**src/rtl/mov_const_seq.sv**
```systemverilog
// Constant-build sequencer: splits a 64-bit value into one MOVZ plus up to
// three MOVK commands, lowest halfword first, one command per handshake.
module mov_const_seq #(
    parameter int RD_W      = 5,
    parameter bit SKIP_ZERO = 1'b1
) (
    input  logic            clk,
    input  logic            reset,
    input  logic            req_valid,
    output logic            req_ready,
    input  logic [63:0]     req_value,
    input  logic [RD_W-1:0] req_rd,
    output logic            op_valid,
    input  logic            op_ready,
    output logic            op_movk,
    output logic [1:0]      op_shamt,
    output logic [15:0]     op_imm16,
    output logic [RD_W-1:0] op_rd,
    output logic            op_last,
    output logic            busy,
    output logic            done
);

    localparam logic [0:0] ST_IDLE  = 1'b0;
    localparam logic [0:0] ST_ISSUE = 1'b1;

    // Halfwords that need a command; a zero value still needs its MOVZ.
    function automatic logic [3:0] pend_mask(input logic [63:0] v);
        logic [3:0] m;
        if (SKIP_ZERO) begin
            m[0] = (v[15:0]  != 16'h0000);
            m[1] = (v[31:16] != 16'h0000);
            m[2] = (v[47:32] != 16'h0000);
            m[3] = (v[63:48] != 16'h0000);
        end else begin
            m = 4'b1111;
        end
        if (m == 4'b0000) begin
            m = 4'b0001;
        end else begin
            m = m;
        end
        return m;
    endfunction

    function automatic logic [1:0] lowest_idx(input logic [3:0] p);
        logic [1:0] idx;
        casez (p)
            4'b???1: idx = 2'd0;
            4'b??10: idx = 2'd1;
            4'b?100: idx = 2'd2;
            4'b1000: idx = 2'd3;
            default: idx = 2'd0;
        endcase
        return idx;
    endfunction

    function automatic logic is_single(input logic [3:0] p);
        return (p != 4'b0000) && ((p & (p - 4'b0001)) == 4'b0000);
    endfunction

    logic [0:0]      state_r;
    logic [3:0]      pend_r;
    logic [63:0]     value_r;
    logic [RD_W-1:0] rd_r;
    logic            first_r;
    logic            done_r;

    logic [1:0]      cur_idx_s;
    logic [15:0]     cur_imm_s;
    logic            cur_last_s;
    logic            issuing_s;

    // Decode the current command from the pending mask and latched value.
    always_comb begin
        cur_idx_s  = lowest_idx(pend_r);
        cur_last_s = is_single(pend_r);
        issuing_s  = (state_r == ST_ISSUE);
        case (cur_idx_s)
            2'd0:    cur_imm_s = value_r[15:0];
            2'd1:    cur_imm_s = value_r[31:16];
            2'd2:    cur_imm_s = value_r[47:32];
            2'd3:    cur_imm_s = value_r[63:48];
            default: cur_imm_s = 16'h0000;
        endcase
    end

    // Outputs come only from registered state; gating by state keeps them zero in IDLE.
    assign req_ready = !issuing_s;
    assign busy      = issuing_s;
    assign done      = done_r;
    assign op_valid  = issuing_s;
    assign op_movk   = issuing_s && !first_r;
    assign op_shamt  = issuing_s ? cur_idx_s : 2'd0;
    assign op_imm16  = issuing_s ? cur_imm_s : 16'h0000;
    assign op_rd     = issuing_s ? rd_r : {RD_W{1'b0}};
    assign op_last   = issuing_s && cur_last_s;

    // Sequencer state: accept in IDLE, retire one halfword per handshake in ISSUE.
    always_ff @(posedge clk or posedge reset) begin
        if (reset) begin
            state_r <= ST_IDLE;
            pend_r  <= 4'b0000;
            value_r <= 64'h0;
            rd_r    <= {RD_W{1'b0}};
            first_r <= 1'b0;
            done_r  <= 1'b0;
        end else if (state_r == ST_IDLE) begin
            done_r <= 1'b0;
            if (req_valid) begin
                state_r <= ST_ISSUE;
                pend_r  <= pend_mask(req_value);
                value_r <= req_value;
                rd_r    <= req_rd;
                first_r <= 1'b1;
            end else begin
                state_r <= ST_IDLE;
            end
        end else begin
            done_r <= 1'b0;
            if (op_ready) begin
                pend_r  <= pend_r & (pend_r - 4'b0001);
                first_r <= 1'b0;
                if (cur_last_s) begin
                    state_r <= ST_IDLE;
                    done_r  <= 1'b1;
                end else begin
                    state_r <= ST_ISSUE;
                end
            end else begin
                state_r <= ST_ISSUE;
            end
        end
    end

endmodule

```
**config.mk**
```make
export PLATFORM = sky130hd
export DESIGN_NAME = mov_const_seq
export DESIGN_NICKNAME = d
export VERILOG_FILES = /design/src/rtl/mov_const_seq.sv
export SDC_FILE = /design/constraint.sdc
export NUM_CORES = 1
export LEC_CHECK = 0
export CORE_AREA = 5 5 85 102
export DETAILED_ROUTE_END_ITERATION = 7
export DIE_AREA = 0 0 90 107
export HOLD_SLACK_MARGIN = 0.15
export PLACE_DENSITY = 0.84
export SLEW_MARGIN = 20
export SYNTH_ARGS = -nofsm -noshare
export SYNTH_HDL_FRONTEND = slang
export SYNTH_SLANG_ARGS = --single-unit
```
**constraint.sdc**
```tcl
create_clock -name clk -period 5.1 [get_ports clk]
set_clock_uncertainty 0.05 [all_clocks]
set_input_delay 1.02 -clock clk [delete_from_list [all_inputs] [get_ports clk]]
set_output_delay 1.02 -clock clk [all_outputs]
set_load 0.03 [all_outputs]
```
**Word level (Yosys, flattened, before mapping)**

Index checks and enable logic that the tools add are counted.

- Reduce and logical (&&, ||, !) cells: 16
- Muxes and demuxes: 21
- Add/sub/neg operators: 1
- Eq/ne operators: 7
- Bitwise logic cells: 2

Operators by type and width:

| operator | count |
|---|---|
| $pmux 16 s4 | 1 |
| $reduce_bool 16->1 | 4 |
| $mux 4 | 6 |
| $mux 16 | 1 |
| $mux 1 | 10 |
| $logic_not 4->1 | 2 |
| $eq 2x2->1 const B | 3 |
| $pmux 2 s3 | 1 |
| $mux 5 | 1 |
| $and 4x4->4 | 1 |
| $eq 4x4->1 const B | 1 |
| $reduce_and 2->1 | 2 |
| $reduce_bool 4->1 | 1 |
| $sub 4x1->4 const B | 1 |
| $eq 3x3->1 const B | 1 |
| $logic_and 1x1->1 | 3 |
| $eq 2x1->1 const B | 1 |
| $logic_not 1->1 | 2 |
| $logic_not 2->1 | 1 |
| $mux 2 | 1 |
| $ne 2x2->1 const B | 1 |
| $reduce_bool 2->1 | 1 |
| $not 1->1 | 1 |

- Word-level logic and storage cells: 53
- Input port bits: 73
- Flip-flop bits (word level): 76
- Output and inout port bits: 29

**Longest topological paths before layout**

Gate-level depths: netlist of the first run.

- Depth in word-level cells: 7
- Gate-level depth with buffers: 6

**Worst setup path after synthesis of the first run**

OpenSTA, ideal clock, no wires.

- Path kind: register to output
- From: reg state_r (netlist: busy)
- To: out op_imm16[0]
- Stages on the path, launching flop included: 4
- Required time: 4.030 ns
- Data arrival time: 1.939 ns
- Slack: 2.091 ns
- Path through: dfrtp_1 > inv_2 > or3_4 > o21ai_0

- Cells in the longest elaborated chain, start to end: 1

RTL lines:

| what | line | RTL |
|---|---|---|
| start, declared | 62 | `logic [0:0] state_r;` |
| start signal, assigned | 102 | `state_r <= ST_IDLE;` |
| start signal, assigned | 111 | `state_r <= ST_ISSUE;` |
| start signal, assigned | 117 | `state_r <= ST_IDLE;` |
| $mux 16 | 95 | `assign op_imm16 = issuing_s ? cur_imm_s : 16'h0000;` |
| end, declared | 17 | `output logic [15:0] op_imm16,` |

No other way between the ends.

**Worst setup path in the final report of the first run**

- From: reg pend_r[0]
- To: out op_imm16[2]

- Cells in the longest elaborated chain, start to end: 5
- Elaborated cells on any way between the ends: 10

RTL lines:

| what | line | RTL |
|---|---|---|
| start, declared | 63 | `logic [3:0] pend_r;` |
| start signal, assigned | 112 | `pend_r <= pend_mask(req_value);` |
| start signal, assigned | 122 | `pend_r <= pend_r & (pend_r - 4'b0001);` |
| $eq 4x4->1, or another cell as far along | 48 | `casez (p)` |
| $pmux 2 s3 * | 48 |  |
| $eq 2x2->1, or another cell as far along | 79 | `case (cur_idx_s)` |
| $pmux 16 s4 * | 79 |  |
| $mux 16 * | 95 |  |

Every way passes the cells marked *; elsewhere a longest branch is shown, timed or not.

==> out/results.txt, run 1 <==
Worst-Margin Slew = 0.971 ns
pwr/cell area = 692 mW/mm^2
Post-Syn Area per Cell = 7.90 um^2
Vias = 3737
met2 routed wirelength = 5460 um
Required @ worst endpoint = 4.03 ns
Syn Nets = 565
area leader, netlist = dfrtp_1
Hold Crit Depth = 2
Placed Cells = 653
Vias/cell = 5.59
row count = 35
Critical Path Start = pend_r[0]
placed inst area = 0.00487 mm^2
mux cell area share after synthesis = 0%
RR Startpoint = busy
cells taking the most area after synthesis = dfrtp_1 49%, nand2_1 22%, o221ai_1 3.4%
CP Capture Type = output pin
post-synthesis compound-gate area fraction = 11.7%
fin crit share = 81.1%
Min-Delay Path Class = flip-flop to flip-flop
Final Hold Vio Count = 0
max incr delay on CP = 0.70 ns
setup TNS = 0 ns
Max Cap Viol = 0
GRT Util Overall = 23.5%
Final setup viols = 0
Die Ht = 107 um
antenna violations before repair = 0
M1 WL = 4620 um
port bufs = 101
Slowest cell on crit path = clkdlybuf4s50_1
crit-path cells = nor2_1, buf_4, o221ai_1, o21ai_0, clkdlybuf4s50_1
largest net degree at the start of global routing = 49
reg2reg setup slack = 2.81 ns
delay-heaviest family, CP = buffers and inverters
antenna cell count = 0
worst path bufs/invs = 2
Simple-Gate Fraction of Synth Area = 34.3%
Post-DRT Antenna Nets = 0
CTS tree = built
status = completed
Initial DRC Count = 346
critical path depth = 5
post-layout instance area = 0.00509 mm^2
clock buffer depth = 2
Max VDD drop = 455 uV
CP Max Fanout = 24
final non-filler cell total = 669
post-synthesis xor/xnor area fraction = 0.225%
unrepaired setup endpoints after global routing = no
NumNets Final = 645
drt total wl = 11200 um
routed length on met3 = 918 um
Post-Syn Instances = 492
cell area after synthesis = 0.00389 mm^2
Yosys reg bits = 76
Ys Warns = 0
post-synthesis sequential area ratio = 48.9%
wire length per cell = 16.8 um
DR pass1 iterations = 6
Rel. slew slack = 35.2%
postcts setup bufs = 0
CTS buffer count = 9
post-DP HPWL = 8470 um
Die ar. = 0.00963 mm^2
max-slew violations = 0
Hold Buf Count CTS = 0
share of cells above drive strength 1 = 6.41%
Max Clk Rate = 0.242 GHz
Hold Path End = rd_r[2]
adder-cell share of the synthesized area = 0%
clock transition at the registers of the reported paths = 0.08 ns
Worst Path Arrival = 3.06 ns
GPL Wtd Cong = 0.995
core area = 0.00758 mm^2
number of distinct library cells after synthesis = 35
Post-synth EDFFs = 0
FF-to-FF End = pend_r[2]
Most used DFF post-synth = dfrtp_1
asr flop ratio synth = 100%
H-Tree Depth = 3
clk_lat worst skew = 0.34 ns
die width = 90 um
CTS Sinks = 76
combinational family with the most area after synthesis = simple AND/OR/NAND/NOR gates
Setup WS pre-CTS = 1.37 ns
initial core utilization = 51.3%
root buf cell = clkbuf_8
area share of the largest cell type after synthesis = 48.9%
first-pass GRT wire length = 18100 um
worst reg-to-reg path cell count = 3
P_leak = 2.34 nW
Final min period = 4.13 ns
IO Count = 102
grt ovf = 0
Final WS setup = 0.966 ns
CP Class = flip-flop to output pin
Highest Signal Layer = met4
crit start category = flip-flop
vias in the first global route = 3630
area grow syn2layout = 30.9%
post_cts resized = 0
detailed-route DRC error count = 0
Worst Min Path Start = rd_r[2]
cell type report:
| class | instances | area, um^2 |
|---|---|---|
| Clock buffer | 9 | 124 |
| Clock inverter | 7 | 91.3 |
| Fill cell | 658 | 2490 |
| Inverter | 4 | 15.0 |
| Multi-Input combinational cell | 376 | 1800 |
| Sequential cell | 76 | 1900 |
| Tap cell | 92 | 115 |
| Timing Repair Buffer | 105 | 1040 |
layout by cell type, fill, tap and decap left out, drive strengths merged:
cell           count
a211o              1
a21o               1
a21oi             19
a22o               2
a22oi              1
a41oi              1
and2               6
and2b              1
and4               2
buf                4
bufinv             2
clkbuf             9
clkdlybuf4s50    101
clkinv             4
clkinvlp           1
dfrtp             76
inv                4
nand2            225
nand2b             1
nand3b            15
nand4              1
nor2              22
nor2b              1
nor3              17
nor4              17
nor4b              1
o21a               2
o21ai             19
o221ai            15
o22ai              2
o31a               1
o31ai              1
or3                1
xnor2              1
Yosys cell counts, drive strengths merged (2+ instances only):
master / number
nor4: 17
o22ai: 2
o21ai: 19
o21a: 2
nand3b: 15
nand2: 225
nor2: 22
and4: 2
inv: 4
dfrtp: 76
nor3: 17
o221ai: 15
clkbuf: 12
a21oi: 19
a22o: 2
and2: 6
buf: 24
metrics by stage:
step                total power [W]  utilization, %  hold WS, ns
floorplan                   0.00235               -        0.387
CTS                         0.00351            67.1        0.423
global placement            0.00298            64.3        0.400
detailed placement          0.00301            64.3        0.404
global route                0.00374            67.2        0.451
finish                      0.00352            67.2        0.419
cells by family after synthesis:
kind of cell           Yosys count
AND/OR/NAND/NOR                310
flip-flops                      76
AO/OA/AOI/OAI                   65
buffers and inverters           40
XOR/XNOR                         1
where the power goes:
part / switching, W / internal, W / leakage, nW
Clock: 0.000224 / 0.000274 / 0.109
Combinational: 0.00107 / 0.000746 / 1.29
Sequential: 0.000326 / 0.000878 / 0.946
routing by layer:
metal | GRT usage [%] | vias up
li1 | - | 1805
met1 | 30.1 | 1731
met2 | 38.5 | 178
met3 | 6.60 | 23
met4 | 7.77 | 0
met5 | 0 | -
worst register-to-register path, delay by kind of cell, from the launching register on:
kind / cells / cell delay (ns)
and+or+nand+nor: 1 / 0.80
DFF: 1 / 0.70
AOI/OAI and AO/OA: 1 / 0.17
buffers and inverters: 1 / 0.44
sequential cells by signal, indices dropped and copies added (netlist names):
signal / flops
done: 1
first_r: 1
rd_r: 5
value_r: 64
busy: 1
pend_r: 4
how the worst max path moves through the flow:
stage                     slack [ns]           to
after detailed placement        1.37  op_imm16[4]
after CTS                       0.99  op_imm16[0]
after global routing            0.84  op_imm16[2]
final                           0.97  op_imm16[2]
after global placement          1.40  op_imm16[0]
after floorplan                 2.09         busy
(Power assumes the default switching activity.)
==> run 2, diff against run 1 <==
--- a/config.mk
+++ b/config.mk
@@ -5,11 +5,11 @@
 export SDC_FILE = /design/constraint.sdc
 export NUM_CORES = 1
 export LEC_CHECK = 0
-export CORE_AREA = 5 5 85 102
+export CORE_AREA = 5 5 88 106
 export DETAILED_ROUTE_END_ITERATION = 7
-export DIE_AREA = 0 0 90 107
+export DIE_AREA = 0 0 93 111
 export HOLD_SLACK_MARGIN = 0.15
-export PLACE_DENSITY = 0.84
+export PLACE_DENSITY = 0.79
 export SLEW_MARGIN = 20
 export SYNTH_ARGS = -nofsm -noshare
 export SYNTH_HDL_FRONTEND = slang
==> constraint.sdc (replaced) <==
create_clock -name clk -period 3.89 [get_ports clk]
set_clock_uncertainty 0.05 [all_clocks]
set_input_delay 0.778 -clock clk [delete_from_list [all_inputs] [get_ports clk]]
set_output_delay 0.778 -clock clk [all_outputs]
set_load 0.03 [all_outputs]
==> out/results.txt, run 2 (synthesized netlist as in run 1, its figures left out) <==
status = completed
share of cells above drive strength 1 = 6.53%
CP Max Fanout = 24
pwr/cell area = 886 mW/mm^2
gr busiest metal = met2
Slowest cell on crit path = clkdlybuf4s50_1
Worst Path Arrival = 2.84 ns
Worst-Margin Slew = 0.696 ns
post_cts resized = 0
Die Ht = 111 um
root buf cell = clkbuf_8
detailed-route DRC error count = 0
met1 track demand over resource = 29.4%
top flop regs = value_r: 64 flops, rd_r: 5 flops, pend_r: 4 flops
first-pass GRT wire length = 18200 um
CTS Sinks = 76
drt total wl = 11100 um
fill count = 740
Vias/cell = 5.55
GR Layer Usage met2 = 36.5%
most common cell after layout, fill and taps aside = nand2_1
area grow syn2layout = 31.0%
wire length per cell = 16.4 um
grt ovf = 0
Max Clk Rate = 0.273 GHz
crit start category = flip-flop
Hold Buf Count CTS = 0
clk_lat worst skew = 0.34 ns
setup TNS = 0 ns
crit-path cells = nor3_1, o21a_1, nand2_1, o21ai_2, clkdlybuf4s50_1
Final Hold Vio Count = 0
row count = 36
Initial DRC Count = 321
IO Count = 102
Final min period = 3.66 ns
Min-Delay Path Class = flip-flop to flip-flop
clock transition at the registers of the reported paths = 0.08 ns
largest net degree at the start of global routing = 77
NumNets Final = 650
Die ar. = 0.0103 mm^2
max incr delay on CP = 0.69 ns
post-layout util = 62.8%
Rel. slew slack = 53.6%
max-slew violations = 0
Max VDD drop = 326 uV
Seq. cell area = 0.00190 mm^2
Max Cap Viol = 0
Largest Register = value_r
initial core utilization = 47.9%
P_leak = 2.35 nW
die width = 93 um
H-Tree Depth = 3
Largest register FFs = 64
CTS tree = built
DR pass1 iterations = 6
commonest cells after routing, fill and taps aside = 225 x nand2_1, 101 x clkdlybuf4s50_1, 76 x dfrtp_1
Post-DRT Antenna Nets = 0
GRT Util Overall = 22.2%
CTS buffer count = 9
core area = 0.00811 mm^2
Required @ worst endpoint = 3.06 ns
Vias = 3755
Power Total = 0.00451 W
unrepaired setup endpoints after global routing = no
vias in the first global route = 3676
area of the multi-input gates = 0.00180 mm^2
CP Capture Type = output pin
fin crit share = 94.2%
antenna violations before repair = 0
port bufs = 101
GPL Wtd Cong = 0.907
clock buffer depth = 2
antenna cell count = 0
met3 usage = 3.19%
post-DP HPWL = 8340 um
Final setup viols = 0
postcts setup bufs = 0
CP Class = flip-flop to output pin
==> run 2: worst max-delay path, delay by kind of cell (launching register included) <==
kind                   cells  cell delay (ns)
flip-flops                 1             0.64
AND/OR/NAND/NOR            2             0.56
AO/OA/AOI/OAI              2             0.60
buffers and inverters      1             0.69
==> run 2: per-layer routing <==
layer | part of all wire [%] | wire (um)
met5 | 0 | 0
met1 | 41 | 4550
met2 | 50 | 5600
met4 | 2.9 | 318
met3 | 5.8 | 647
==> run 2: final cells by class <==
class / instances / share of cell area [%]
Multi-Input combinational cell: 376 / 35.3
Inverter: 4 / 0.295
Sequential cell: 76 / 37.3
Clock buffer: 11 / 2.58
Timing Repair Buffer: 110 / 21.4
Clock inverter: 5 / 0.737
Tap cell: 95 / 2.33
==> run 2: stage by stage <==
stage	setup slack [ns]	hold WS (ns)	cells	instance area (um^2)
final	0.226	0.422	677	5090
after floorplan	1.12	0.387	492	3890
after CTS	0.240	0.425	677	5090
after global placement	0.815	0.400	661	4920
after global routing	0.0354	0.438	677	5090
after detailed placement	0.622	0.404	661	4920
==> run 2: worst paths after layout <==
| check | from | slack, ns | end | depth (start not counted) |
|---|---|---|---|---|
| worst min-delay path | rd_r[0] | 0.42 | rd_r[0] | 2 |
| max in group asynchronous | reset | 2.69 | value_r[38] | 3 |
| worst min register to register | rd_r[0] | 0.42 | rd_r[0] | 2 |
| min in group asynchronous | reset | 0.78 | value_r[62] | 3 |
| worst max-delay path | pend_r[1] | 0.23 | op_imm16[12] | 5 |
| worst max register to register | busy | 1.89 | value_r[60] | 4 |
==> run 2: power by group <==
| group | switching [W] | internal (W) |
|---|---|---|
| sequential | 0.000318 | 0.00115 |
| clock | 0.000294 | 0.000234 |
| combinational | 0.00151 | 0.00100 |
